$ cat config.mk
export PLATFORM = sky130hd
export DESIGN_NAME = mix_columns_iter
export DESIGN_NICKNAME = d
export VERILOG_FILES = /design/src/rtl/mix_columns_iter.sv
export SDC_FILE = /design/constraint.sdc
export NUM_CORES = 1
export LEC_CHECK = 0
export CAP_MARGIN = 10
export CORE_ASPECT_RATIO = 1.25
export CORE_UTILIZATION = 27
export DETAILED_ROUTE_END_ITERATION = 12
export PLACE_DENSITY = 0.56
export SYNTH_ARGS = -nofsm -noshare
export SYNTH_HDL_FRONTEND = slang
export SYNTH_SLANG_ARGS = --single-unit
$ cat constraint.sdc
create_clock -name clk -period 3.5 [get_ports clk]
set_input_delay 0.7 -clock clk [delete_from_list [all_inputs] [get_ports clk]]
set_output_delay 0.7 -clock clk [all_outputs]
set_load 0.02 [all_outputs]
$ cat src/rtl/mix_columns_iter.sv
// Iterative AES MixColumns / InvMixColumns engine with a valid/ready handshake
// on both sides; COLS_PER_CYCLE columns are transformed in place on each RUN edge.
module mix_columns_iter #(
  parameter int COLS_PER_CYCLE = 1
) (
  input  logic         clk,
  input  logic         rst,
  input  logic         in_valid,
  output logic         in_ready,
  input  logic [127:0] in_state,
  input  logic         in_inv,
  output logic         out_valid,
  input  logic         out_ready,
  output logic [127:0] out_state,
  output logic         busy
);

  localparam int NSTEP = 4 / COLS_PER_CYCLE;
  localparam logic [1:0] LAST_CNT = 2'(4 - COLS_PER_CYCLE);
  localparam logic [1:0] CNT_STEP = 2'(COLS_PER_CYCLE);

  if (COLS_PER_CYCLE < 1 || COLS_PER_CYCLE > 4 || NSTEP * COLS_PER_CYCLE != 4) begin : g_bad_param
    $error("mix_columns_iter: COLS_PER_CYCLE must be 1, 2 or 4");
  end

  typedef enum logic [1:0] {
    S_IDLE,
    S_RUN,
    S_DONE
  } state_t;

  state_t        state_q, state_d;
  logic [1:0]    cnt_q, cnt_d;
  logic [127:0]  work_q, work_d;
  logic          mode_q, mode_d;

  function automatic logic [7:0] xt(input logic [7:0] a);
    return {a[6:0], 1'b0} ^ (a[7] ? 8'h1b : 8'h00);
  endfunction

  // Every coefficient used is at most 4 bits, so a product is an XOR of a*1, a*2, a*4, a*8.
  function automatic logic [7:0] mulc(input logic [7:0] a, input logic [3:0] c);
    logic [7:0] x2, x4, x8;
    x2 = xt(a);
    x4 = xt(x2);
    x8 = xt(x4);
    return ({8{c[0]}} & a) ^ ({8{c[1]}} & x2) ^ ({8{c[2]}} & x4) ^ ({8{c[3]}} & x8);
  endfunction

  function automatic logic [31:0] mix_col(input logic [31:0] col, input logic inv);
    logic [3:0]  base [4];
    logic [7:0]  a [4];
    logic [7:0]  b;
    logic [31:0] res;
    if (inv) begin
      base[0] = 4'he; base[1] = 4'hb; base[2] = 4'hd; base[3] = 4'h9;
    end else begin
      base[0] = 4'h2; base[1] = 4'h3; base[2] = 4'h1; base[3] = 4'h1;
    end
    for (int k = 0; k < 4; k++) a[k] = col[24-8*k +: 8];
    res = '0;
    for (int r = 0; r < 4; r++) begin
      b = '0;
      for (int k = 0; k < 4; k++) b = b ^ mulc(a[k], base[2'(k - r)]);
      res[24-8*r +: 8] = b;
    end
    return res;
  endfunction

  logic [1:0]  lane_idx [COLS_PER_CYCLE];
  logic [31:0] lane_out [COLS_PER_CYCLE];

  for (genvar gi = 0; gi < COLS_PER_CYCLE; gi++) begin : g_lane
    assign lane_idx[gi] = cnt_q + 2'(gi);
    assign lane_out[gi] = mix_col(work_q[{lane_idx[gi], 5'b0} +: 32], mode_q);
  end

  always_comb begin
    state_d = state_q;
    cnt_d   = cnt_q;
    work_d  = work_q;
    mode_d  = mode_q;
    case (state_q)
      S_IDLE: begin
        if (in_valid) begin
          work_d  = in_state;
          mode_d  = in_inv;
          cnt_d   = 2'd0;
          state_d = S_RUN;
        end
      end
      S_RUN: begin
        for (int k = 0; k < COLS_PER_CYCLE; k++) begin
          work_d[{lane_idx[k], 5'b0} +: 32] = lane_out[k];
        end
        if (cnt_q == LAST_CNT) begin
          cnt_d   = 2'd0;
          state_d = S_DONE;
        end else begin
          cnt_d = cnt_q + CNT_STEP;
        end
      end
      S_DONE: begin
        if (out_ready) state_d = S_IDLE;
      end
      default: state_d = S_IDLE;
    endcase
  end

  always_ff @(posedge clk) begin
    if (rst) begin
      state_q <= S_IDLE;
      cnt_q   <= 2'd0;
      work_q  <= '0;
      mode_q  <= 1'b0;
    end else begin
      state_q <= state_d;
      cnt_q   <= cnt_d;
      work_q  <= work_d;
      mode_q  <= mode_d;
    end
  end

  // Handshake outputs depend on the state register only.
  assign in_ready  = (state_q == S_IDLE);
  assign out_valid = (state_q == S_DONE);
  assign busy      = (state_q == S_RUN) || (state_q == S_DONE);
  assign out_state = out_valid ? work_q : '0;

endmodule

==> results of run 1 <==
[per-layer routing]
metal  global-route usage, %  part of all wire, %  vias up
met5                       0                    0        -
met4                    7.59                  2.6        0
met3                    4.33                  8.0       65
met2                    35.2                   47      500
met1                    29.2                   43     4453
li1                        -                    -     4175
[power by group through the flow]
stage	logic, uW	registers (uW)	clock network (uW)
after floorplan	3000	1960	0
after detailed placement	4090	2100	0
after CTS	4110	2060	1850
after global routing	4420	2100	1920
final	4130	2070	1840
after global placement	4070	2090	0
[layout make-up]
type | instances | area share (%)
multi-input cells | 800 | 47.8
repair buffers | 299 | 22.5
flip-flops and latches | 133 | 20.4
well taps | 468 | 4.48
clock buffers | 18 | 3.36
clock inverters | 14 | 1.16
inverters | 11 | 0.325
diodes | 1 | 0.0191
[critical path, stage by stage (launching register included)]
cell and delay (ps):
dfxtp_2 360, buf_12 240, mux4_1 800, xor2_2 370, xnor3_1 480, mux2i_1 140
xnor2_1 420, a221oi_1 150, nor3_1 220
[registers in the layout, summed over array words and instances, names as in the netlist]
name and count:
mode_q 1, cnt_q 2, work_q 128, state_q 2
[per-stage QoR]
stage | setup slack [ps] | utilization, % | hold WS (ps) | cell area (sq um) | total power [uW]
detailed placement | 240 | 36.4 | 494 | 12500 | 6180
finish | 225 | 38.1 | 502 | 13100 | 8040
CTS | 199 | 38.1 | 506 | 13100 | 8030
global placement | 219 | 36.4 | 485 | 12500 | 6170
floorplan | 658 | - | 451 | 9400 | 4960
global route | 4.75 | 38.1 | 515 | 13100 | 8440
[cells in the final DEF (no fill, tap or decap), types with 3 or more instances in the layout]
| master | count |
|---|---|
| a21oi_1 | 21 |
| inv_1 | 9 |
| and2_1 | 128 |
| mux4_1 | 7 |
| nand3_1 | 5 |
| nand2_1 | 36 |
| nor2_1 | 155 |
| a221oi_1 | 94 |
| nand4_1 | 4 |
| dfxtp_1 | 131 |
| mux2i_1 | 7 |
| xor2_2 | 5 |
| xnor3_1 | 29 |
| a22oi_1 | 10 |
| xor2_1 | 26 |
| mux4_2 | 25 |
| a221oi_2 | 4 |
| o21ai_1 | 6 |
| a211oi_1 | 17 |
| clkinv_4 | 4 |
| buf_4 | 34 |
| buf_12 | 3 |
| clkbuf_16 | 17 |
| xnor2_2 | 3 |
| nor2_2 | 3 |
| clkinv_2 | 4 |
| o21ai_0 | 8 |
| clkdlybuf4s50_1 | 262 |
| nor3_1 | 99 |
| nand2b_1 | 6 |
| or2_2 | 3 |
| xnor2_1 | 71 |
| ha_1 | 6 |
| inv_6 | 3 |
[worst paths after layout]
check | startpoint | endpoint | slack [ps]
worst max-delay path | cnt_q[1] | work_q[45] | 230
worst min-delay path | work_q[26] | work_q[26] | 500
worst max register to register | cnt_q[1] | work_q[45] | 230
worst min register to register | work_q[26] | work_q[26] | 500
[cells by family (layout without fill, tap and decap cells)]
logic type / Yosys count / after routing / synth area share [%]
multiplexers: 39 / 39 / 8.69
buffers and inverters: 115 / 342 / 5.83
flip-flops: 133 / 133 / 28.3
AND/OR/NAND/NOR: 444 / 444 / 23.0
adder cells (fa/ha/maj): 7 / 7 / 0.932
XOR/XNOR: 140 / 140 / 19.0
AO/OA/AOI/OAI: 170 / 170 / 14.3
other: 0 / 1 / 0
==> metrics.txt, run 1 <==
status finished, final reports clean; first-pass GRT wire length 58400 um; switching part of the total 41.2%; pin count of the biggest net entering global routing 131; Comb power frac 51.3%; Worst Hold Depth 2; CTS tree built; Mapped Area 0.00940 sq mm; ys flop type dfxtp_1; Async SR Flop Fraction 0%; Seq/Total Area, Yosys 28.3%; fmax 305 MHz; CTS resizes 0; unrepaired setup endpoints after global routing no; Fin Clk Skew 16.9 ps; Post-DP HPWL 28100 um; final hold vios 0; hold_buf cts 0; Clock transition at path regs 70 ps; synth cell count leaders nor2_1, dfxtp_1, and2_1, nor3_1, a221oi_1; top-level port count 264; GP Congestion 0.880; Tmin final 3270 ps; critical path launch point type flop; Worst IR Drop VDD 303 uV; Reg2Reg Depth 8; count leader, synth nor2_1; H-tree Lvls 4; vias in the first global route 9213; Num CTS Buffers 17; Clk pwr share 22.9%; setup TNS 0 ps; row cnt 76; ANT nets after route 0; CORE AREA 0.0343 sq mm; Final setup viols 0; drt total wl 39100 um; EDFF count, synth 0; Worst Hold Class flop to flop; kind of critical path flop to flop; Area Growth Syn to Fin 39.1%; Mapped Avg Cell Area 8.97 sq um; Port Buffer Count 263; total die area 0.0356 sq mm; Die X 169 um; vias after detailed routing 9193; chip height 211 um; synth warn 0; P_int 4730 uW; arrival time at the worst endpoint 3620 ps; register area 0.00267 sq mm; via/cell ratio 5.27; postcts setup bufs 0; per-cell routed wire length 22.4 um; Power Density 615 mW/mm^2; fillers 3438; clk_lat worst skew 440 ps; Layout Nets 1402; 1st-iter DRT viols 921; Mapped Cells 1048; Detailed Routing Iterations Pass 1 7; Slew @ Worst Pin 976 ps; syn_nets 1188; Longest Clk Path Bufs 2; Worst setup EP type flop; Worst Path Required 3850 ps; GRT Total Usage 21.9%; Net Sw Power 3310 uW; CTS sink count 133; crit share post-route 93.6%; Slew Viols, Final 0; non-filler instance count after layout 1744; Placed Instances 1711; slew margin rel. 34.5%; layout cells sized above 1 10.0%; max-cap violations 0; Residual DRC 0; Synth area leaders dfxtp_1, a221oi_1, and2_1, xnor3_1, xnor2_1; worst-path fanout max 27; Distinct cells, synth 42; initial antenna violation count 1; Reg power frac 25.8%; initial core utilization 27.4%; dominant cell type by area after synthesis dfxtp_1; top cell type's share of synthesized area 28.3%; Clock Tree Root clkbuf_16; multi-input logic area 0.00625 sq mm; number of synthesized register bits 133; gr ovfl total 0; Lkg Pwr 0.00481 uW
Note: power is estimated with default switching activity, not from simulation.
==> inputs of run 2 (changes only) <==
PLACE_DENSITY = 0.59   (was 0.56)
SLEW_MARGIN = 10   (was unset)
clock period = 2.75 ns   (was 3.5 ns; I/O delays follow)
==> run 2 against run 1 <==
The run now ends with negative setup slack left. Wire length up 3.8%. Largest cell class unchanged. Critical path type unchanged. Highest routed layer unchanged. Critical path depth up 1. Fmax up 14%.
==> metrics.txt, run 2 (same netlist as run 1, synthesis figures left out) <==
1st-iter DRT viols 1129 (was 921); clk_lat worst skew 440 ps (about the same); Worst setup EP type flop (unchanged); total die area 0.0356 sq mm (unchanged); failing checks negative setup slack; largest registers work_q: 128 flops, cnt_q: 2 flops, state_q: 2 flops (unchanged); Top cell by count, worst path xor2_1; Final setup viols 19 (was 0); max-cap violations 0 (unchanged); GRT Total Usage 22.2% (was 21.9%); top-level port count 264 (unchanged); row cnt 76 (unchanged); drt total wl 40600 um (was 39100 um); Worst Hold Class flop to flop (unchanged); per-cell routed wire length 21.9 um (was 22.4 um); worst-path fanout max 5 (was 27); Net Sw Power 5010 uW (was 3310 uW); Residual DRC 0 (unchanged); non-filler instance count after layout 1858 (was 1744); status finished with violations (was finished, final reports clean); met3 wire length 3360 um (was 3130 um); CTS tree built (unchanged); chip height 211 um (unchanged); pin count of the biggest net entering global routing 77 (was 131); hold_buf cts 0 (unchanged); crit share post-route 105% (was 93.6%); Slew Viols, Final 0 (unchanged); fmax 347 MHz (was 305 MHz); GP Congestion 0.897 (was 0.880); Worst Path Required 3060 ps (was 3850 ps); critical path launch point type flop (unchanged); Clock transition at path regs 60 ps (was 70 ps); vias in the first global route 9584 (was 9213); met1 wire length 17000 um (was 16700 um); setup ws final -133 ps (was 225 ps); Comb power frac 58.9% (was 51.3%); Post-DP HPWL 30000 um (was 28100 um); Worst IR Drop VDD 566 uV (was 303 uV); Highest Signal Layer met4 (unchanged); Num CTS Buffers 17 (unchanged); gr ovfl total 0 (unchanged); Clock Tree Root clkbuf_16 (unchanged); max reg flops 128 (unchanged); crit path buf inv count 2 (was 1); P_int 7630 uW (was 4730 uW); unrepaired setup endpoints after global routing yes (was no); CTS sink count 133 (unchanged); Port Buffer Count 263 (unchanged); layout cells sized above 1 27.4% (was 10.0%); kind of critical path flop to flop (unchanged); Detailed Routing Iterations Pass 1 5 (was 7); commonest non-fill, non-tap cells in the layout clkdlybuf4s50_1, nor2_1, dfxtp_1 (unchanged); H-tree Lvls 4 (unchanged); Area Growth Syn to Fin 62.6% (was 39.1%); critical-path cell list buf_6, mux4_2, xor2_1, mux2i_1, xor2_1, buf_4, xnor3_2, a221oi_2, nor3_1 (was buf_12, mux4_1, xor2_2, xnor3_1, mux2i_1, xnor2_1, a221oi_1, nor3_1); switching part of the total 39.6% (was 41.2%); cell with the largest stage delay on the worst path mux4_2 (was mux4_1); most common cell after layout, fill and taps aside clkdlybuf4s50_1 (unchanged); slew margin rel. 34.3% (was 34.5%); Slew @ Worst Pin 985 ps (was 976 ps); CORE AREA 0.0343 sq mm (unchanged); ANT nets after route 0 (unchanged); Lkg Pwr 0.00604 uW (was 0.00481 uW); vias after detailed routing 9791 (was 9193); arrival time at the worst endpoint 3190 ps (was 3620 ps); Clk pwr share 20.0% (was 22.9%); final hold vios 0 (unchanged); Tmin final 2880 ps (was 3270 ps); slowest stage delay, CP 580 ps (was 800 ps); Placed Instances 1798 (was 1711); Longest Clk Path Bufs 2 (unchanged); Power Density 827 mW/mm^2 (was 615 mW/mm^2); Layout Nets 1515 (was 1402); Most flops, register work_q (unchanged); initial antenna violation count 2 (was 1); via/cell ratio 5.27 (about the same); Reg power frac 21.1% (was 25.8%); initial core utilization 27.4% (unchanged); Final Power 12600 uW (was 8040 uW); first-pass GRT wire length 59400 um (was 58400 um); met2 wire length 19100 um (was 18300 um); Die X 169 um (unchanged); CP delay by family, top XOR/XNOR gates (unchanged); Fin Clk Skew 8.92 ps (was 16.9 ps)
run 2: changes by cell type in the layout (fill, tap and decap cells not counted), sizes merged:
| cell | delta |
|---|---|
| clkbuf | +3 |
| clkdlybuf4s50 | -12 |
| inv | -1 |
| bufinv | +2 |
| dlymetal6s2s | +12 |
| clkinv | -4 |
| buf | +113 |
| diode | +1 |
run 2: per-layer routing:
layer	GRT usage (%)	up-vias
li1	-	4389
met1	29.5	4752
met2	35.6	574
met3	4.20	76
met4	8.21	0
met5	0	-
run 2: final cells by class:
type                            count  area (sq um)
Fill cell                        3207         19000
Multi-Input combinational cell    800          7200
Timing Repair Buffer              412          4130
Sequential cell                   133          2670
Tap cell                          468           586
Clock buffer                       21           470
Clock inverter                     11           171
Inverter                           11          42.5
Antenna cell                        2          5.00
run 2: power by group through the flow:
stage | clock network [uW] | logic [uW] | registers (uW)
final | 2530 | 7450 | 2660
after global routing | 2630 | 7850 | 2690
after CTS | 2550 | 6260 | 2640
after detailed placement | 0 | 5830 | 2680
after global placement | 0 | 5760 | 2680
after floorplan | 0 | 3820 | 2500
run 2: final timing paths:
kind         slack, ps          end  cells past startpoint        start
max               -130   work_q[75]                      9     cnt_q[1]
min reg2reg        500  work_q[107]                      2  work_q[107]
min                500  work_q[107]                      2  work_q[107]
max reg2reg       -130   work_q[75]                      9     cnt_q[1]
run 2: metrics by stage:
step / setup WS (ps) / TNS [ps] / area (sq um) / hold WS (ps) / util, %
CTS: -21.9 / -93.2 / 14300 / 498 / 41.7
global route: -248 / -4380 / 15300 / 515 / 44.5
finish: -133 / -661 / 15300 / 498 / 44.5
detailed placement: -186 / -10650 / 13300 / 490 / 38.8
global placement: -164 / -5330 / 13300 / 484 / 38.8
floorplan: 11.2 / 0 / 9410 / 451 / -
run 2: repair_timing:
action | 4_1_cts | 5_1_grt
endpoints found under the setup margin | 120 | 130
pin swaps | 15 | 93
cloned | 1 | 0
resized for setup | 49 | 154
hold endpoints to repair | 0 | 0
setup buffers | 12 | 18
run 2: worst min-delay path, delay by kind of cell, from the launching register on:
| kind | cells | cell delay (ps) |
|---|---|---|
| flops | 1 | 310 |
| simple gates | 2 | 150 |
==> variant: new RTL, settings of run 1 <==
The 3 states of `state_t` get a one-hot encoding in 3 bits.
--- a/src/rtl/mix_columns_iter.sv
+++ b/src/rtl/mix_columns_iter.sv
@@ -23,10 +23,10 @@
     $error("mix_columns_iter: COLS_PER_CYCLE must be 1, 2 or 4");
   end
 
-  typedef enum logic [1:0] {
-    S_IDLE,
-    S_RUN,
-    S_DONE
+  typedef enum logic [2:0] {
+    S_IDLE = 3'b001,
+    S_RUN  = 3'b010,
+    S_DONE = 3'b100
   } state_t;
 
   state_t        state_q, state_d;
Behaviour: same outputs for any inputs over 4 cycles, from zero or initial values and one cycle with rst high; so few cycles prove little.
==> variant against run 1 <==
Area after synthesis up 8.9%; power fell by 27%; final area increased by 7.2%; wire length is 17% higher; global-route usage grew 1.1 points; sequential cell count rose by 1; setup slack better by 0.15 ns.
==> variant: results (changes against run 1) <==
The flow ran to the end, and the final reports show no timing, DRC or antenna violations. The tools report the synthesized netlist cell count as 1195 (was 1048). The routed wirelength normalized by instance count is 24.0 um (was 22.4 um), and the number of different library cells in the post-synthesis netlist is 64 (was 42). The final hold slack was 0.503 ns (was 0.502 ns); the initial antenna violation count was 0 (was 1).

The sequential cell area fraction in the yosys report is 26.2% (was 28.3%), and the maximum number of pins on one net before global-route repair is 78 (was 131). Largest regs: work_q (128), state_q (3), cnt_q (2) (was work_q (128), cnt_q (2), state_q (2)). The run gives 23.1% (was 21.9%) as the combined global-route utilization of all metal layers. The net switching power figure was 2.12 mW (was 3.31 mW); the post-synth net total was 1332 (was 1188).

The longest individual stage delay on the worst path works out to 0.66 ns (was 0.80 ns). The maximum vdd ir drop is 0.321 mV (was 0.303 mV), and the data arrival time of the worst path is 3.46 ns (was 3.62 ns). The first-iteration detailed-routing DRC count was 850 (was 921). The measured slew at the worst slew-check pin is 0.968 ns (was 0.976 ns), and the length in cells of the worst reg-to-reg path is 7 (was 8). For the antenna diode instance count, the log shows 0 (was 1).

Critical-path maximum fanout: 11 (was 27). For the reg-to-reg setup timing slack, the log shows 0.38 ns (was 0.23 ns). The detailed-placement wirelength estimate is 33200 um (was 28100 um), and the count of non-filler cells in the finished layout is 1900 (was 1744). Cell types with the highest counts after synthesis: and3_1 (138), dfxtp_1 (134), clkbuf_1 (99), nor2_1 (94), nand2_1 (85) (was nor2_1 (159), dfxtp_1 (133), and2_1 (128), nor3_1 (100), a221oi_1 (94)). The final weighted congestion in routability-driven placement is 0.880 (about the same). The worst clock skew was 0.0110 ns (was 0.0169 ns).

The cell with the largest stage delay on the worst path is mux4_2 (was mux4_1). The via density per instance was 5.71 (was 5.27). The detailed-router iteration count before antenna repair was 5 (was 7); the number of inserted filler cells in the final layout was 3733 (was 3438). The tools report the post-cts gate resize count as 0 (unchanged). Cells taking the most area after synthesis: dfxtp_1 (26%), and3_1 (8.4%), xnor3_1 (7.0%) (was dfxtp_1 (28%), a221oi_1 (8.8%), and2_1 (8.5%)). The tools report the via count of the first global-routing pass as 10652 (was 9213). The run gives 0 (unchanged) as the number of warnings issued by yosys. The global-route wire length before repair came out at 67300 um (was 58400 um). The tools report the count of nets after finishing as 1538 (was 1402). The fraction of layout cells with a size suffix above 1 is 9.90% (was 10.0%), and the cell leakage power is 5.60 nW (was 4.81 nW).
==> variant: cell count changes in the layout (fill, tap and decap cells not counted), sizes merged, moves of 34 or more <==
| cell | before | now |
|---|---|---|
| a21oi | 23 | 83 |
| a221oi | 98 | 40 |
| nor2 | 160 | 95 |
| nand2 | 37 | 85 |
| o211ai | 0 | 34 |
| and2 | 128 | 1 |
| o21ai | 14 | 51 |
| nor3 | 100 | 26 |
| and3 | 0 | 140 |
==> variant: area by class of cell <==
type	count	area [sq um]	share of cell area, %
clock inverter	14	151	1.08
timing repair buffer	315	3080	22.0
multi-input combinational	924	7030	50.1
inverter	9	33.8	0.241
tap	486	608	4.34
sequential	134	2690	19.2
clock buffer	18	429	3.06
==> variant: worst max-delay path: cells and delay by family (launching register included) <==
kind / cells / cell delay (ns)
simple gates: 2 / 0.69
mux: 1 / 0.66
flops: 1 / 0.56
xor+xnor: 1 / 0.45
compound gates: 2 / 0.35
buf+inv: 1 / 0.30
==> variant: path summary, 6_finish.rpt <==
check / start / end
max: cnt_q[0] / work_q[84]
min: work_q[48] / work_q[48]
max reg2reg: cnt_q[0] / work_q[84]
min reg2reg: work_q[48] / work_q[48]
==> variant: logic make-up after synthesis <==
logic type | count (synthesis) | synth area share, %
AO/OA/AOI/OAI | 332 | 22.1
AND/OR/NAND/NOR | 436 | 22.2
flip-flops | 134 | 26.2
multiplexers | 36 | 7.58
buffers and inverters | 137 | 5.93
adder cells (fa/ha/maj) | 4 | 0.489
XOR/XNOR | 116 | 15.5
==> variant: metrics by stage <==
| stage | area, sq um | setup WS, ns |
|---|---|---|
| 2_1_floorplan | 10200 | 0.345 |
| 3_3_place_gp | 13400 | 0.443 |
| 3_5_place_dp | 13400 | 0.418 |
| 4_1_cts | 14000 | 0.387 |
| 5_1_grt | 14000 | 0.171 |
| 6_report | 14000 | 0.378 |
==> variant: power by group through the flow <==
stage          clock [mW]  combinational [mW]  sequential (mW)
4_1_cts              1.83                2.16             1.83
5_1_grt              1.90                2.32             1.85
2_1_floorplan           0                1.44             1.78
6_report             1.83                2.18             1.84
3_3_place_gp            0                2.13             1.87
3_5_place_dp            0                2.15             1.86
==> variant: metal layers <==
layer / part of all wire [%] / wire length [um] / vias to the layer above / track usage (%)
met5: 0 / 0 / - / 0
li1: - / - / 4918 / -
met1: 40 / 18400 / 5260 / 29.0
met4: 4.2 / 1900 / 0 / 10.7
met3: 6.9 / 3150 / 112 / 3.57
met2: 49 / 22200 / 568 / 38.6
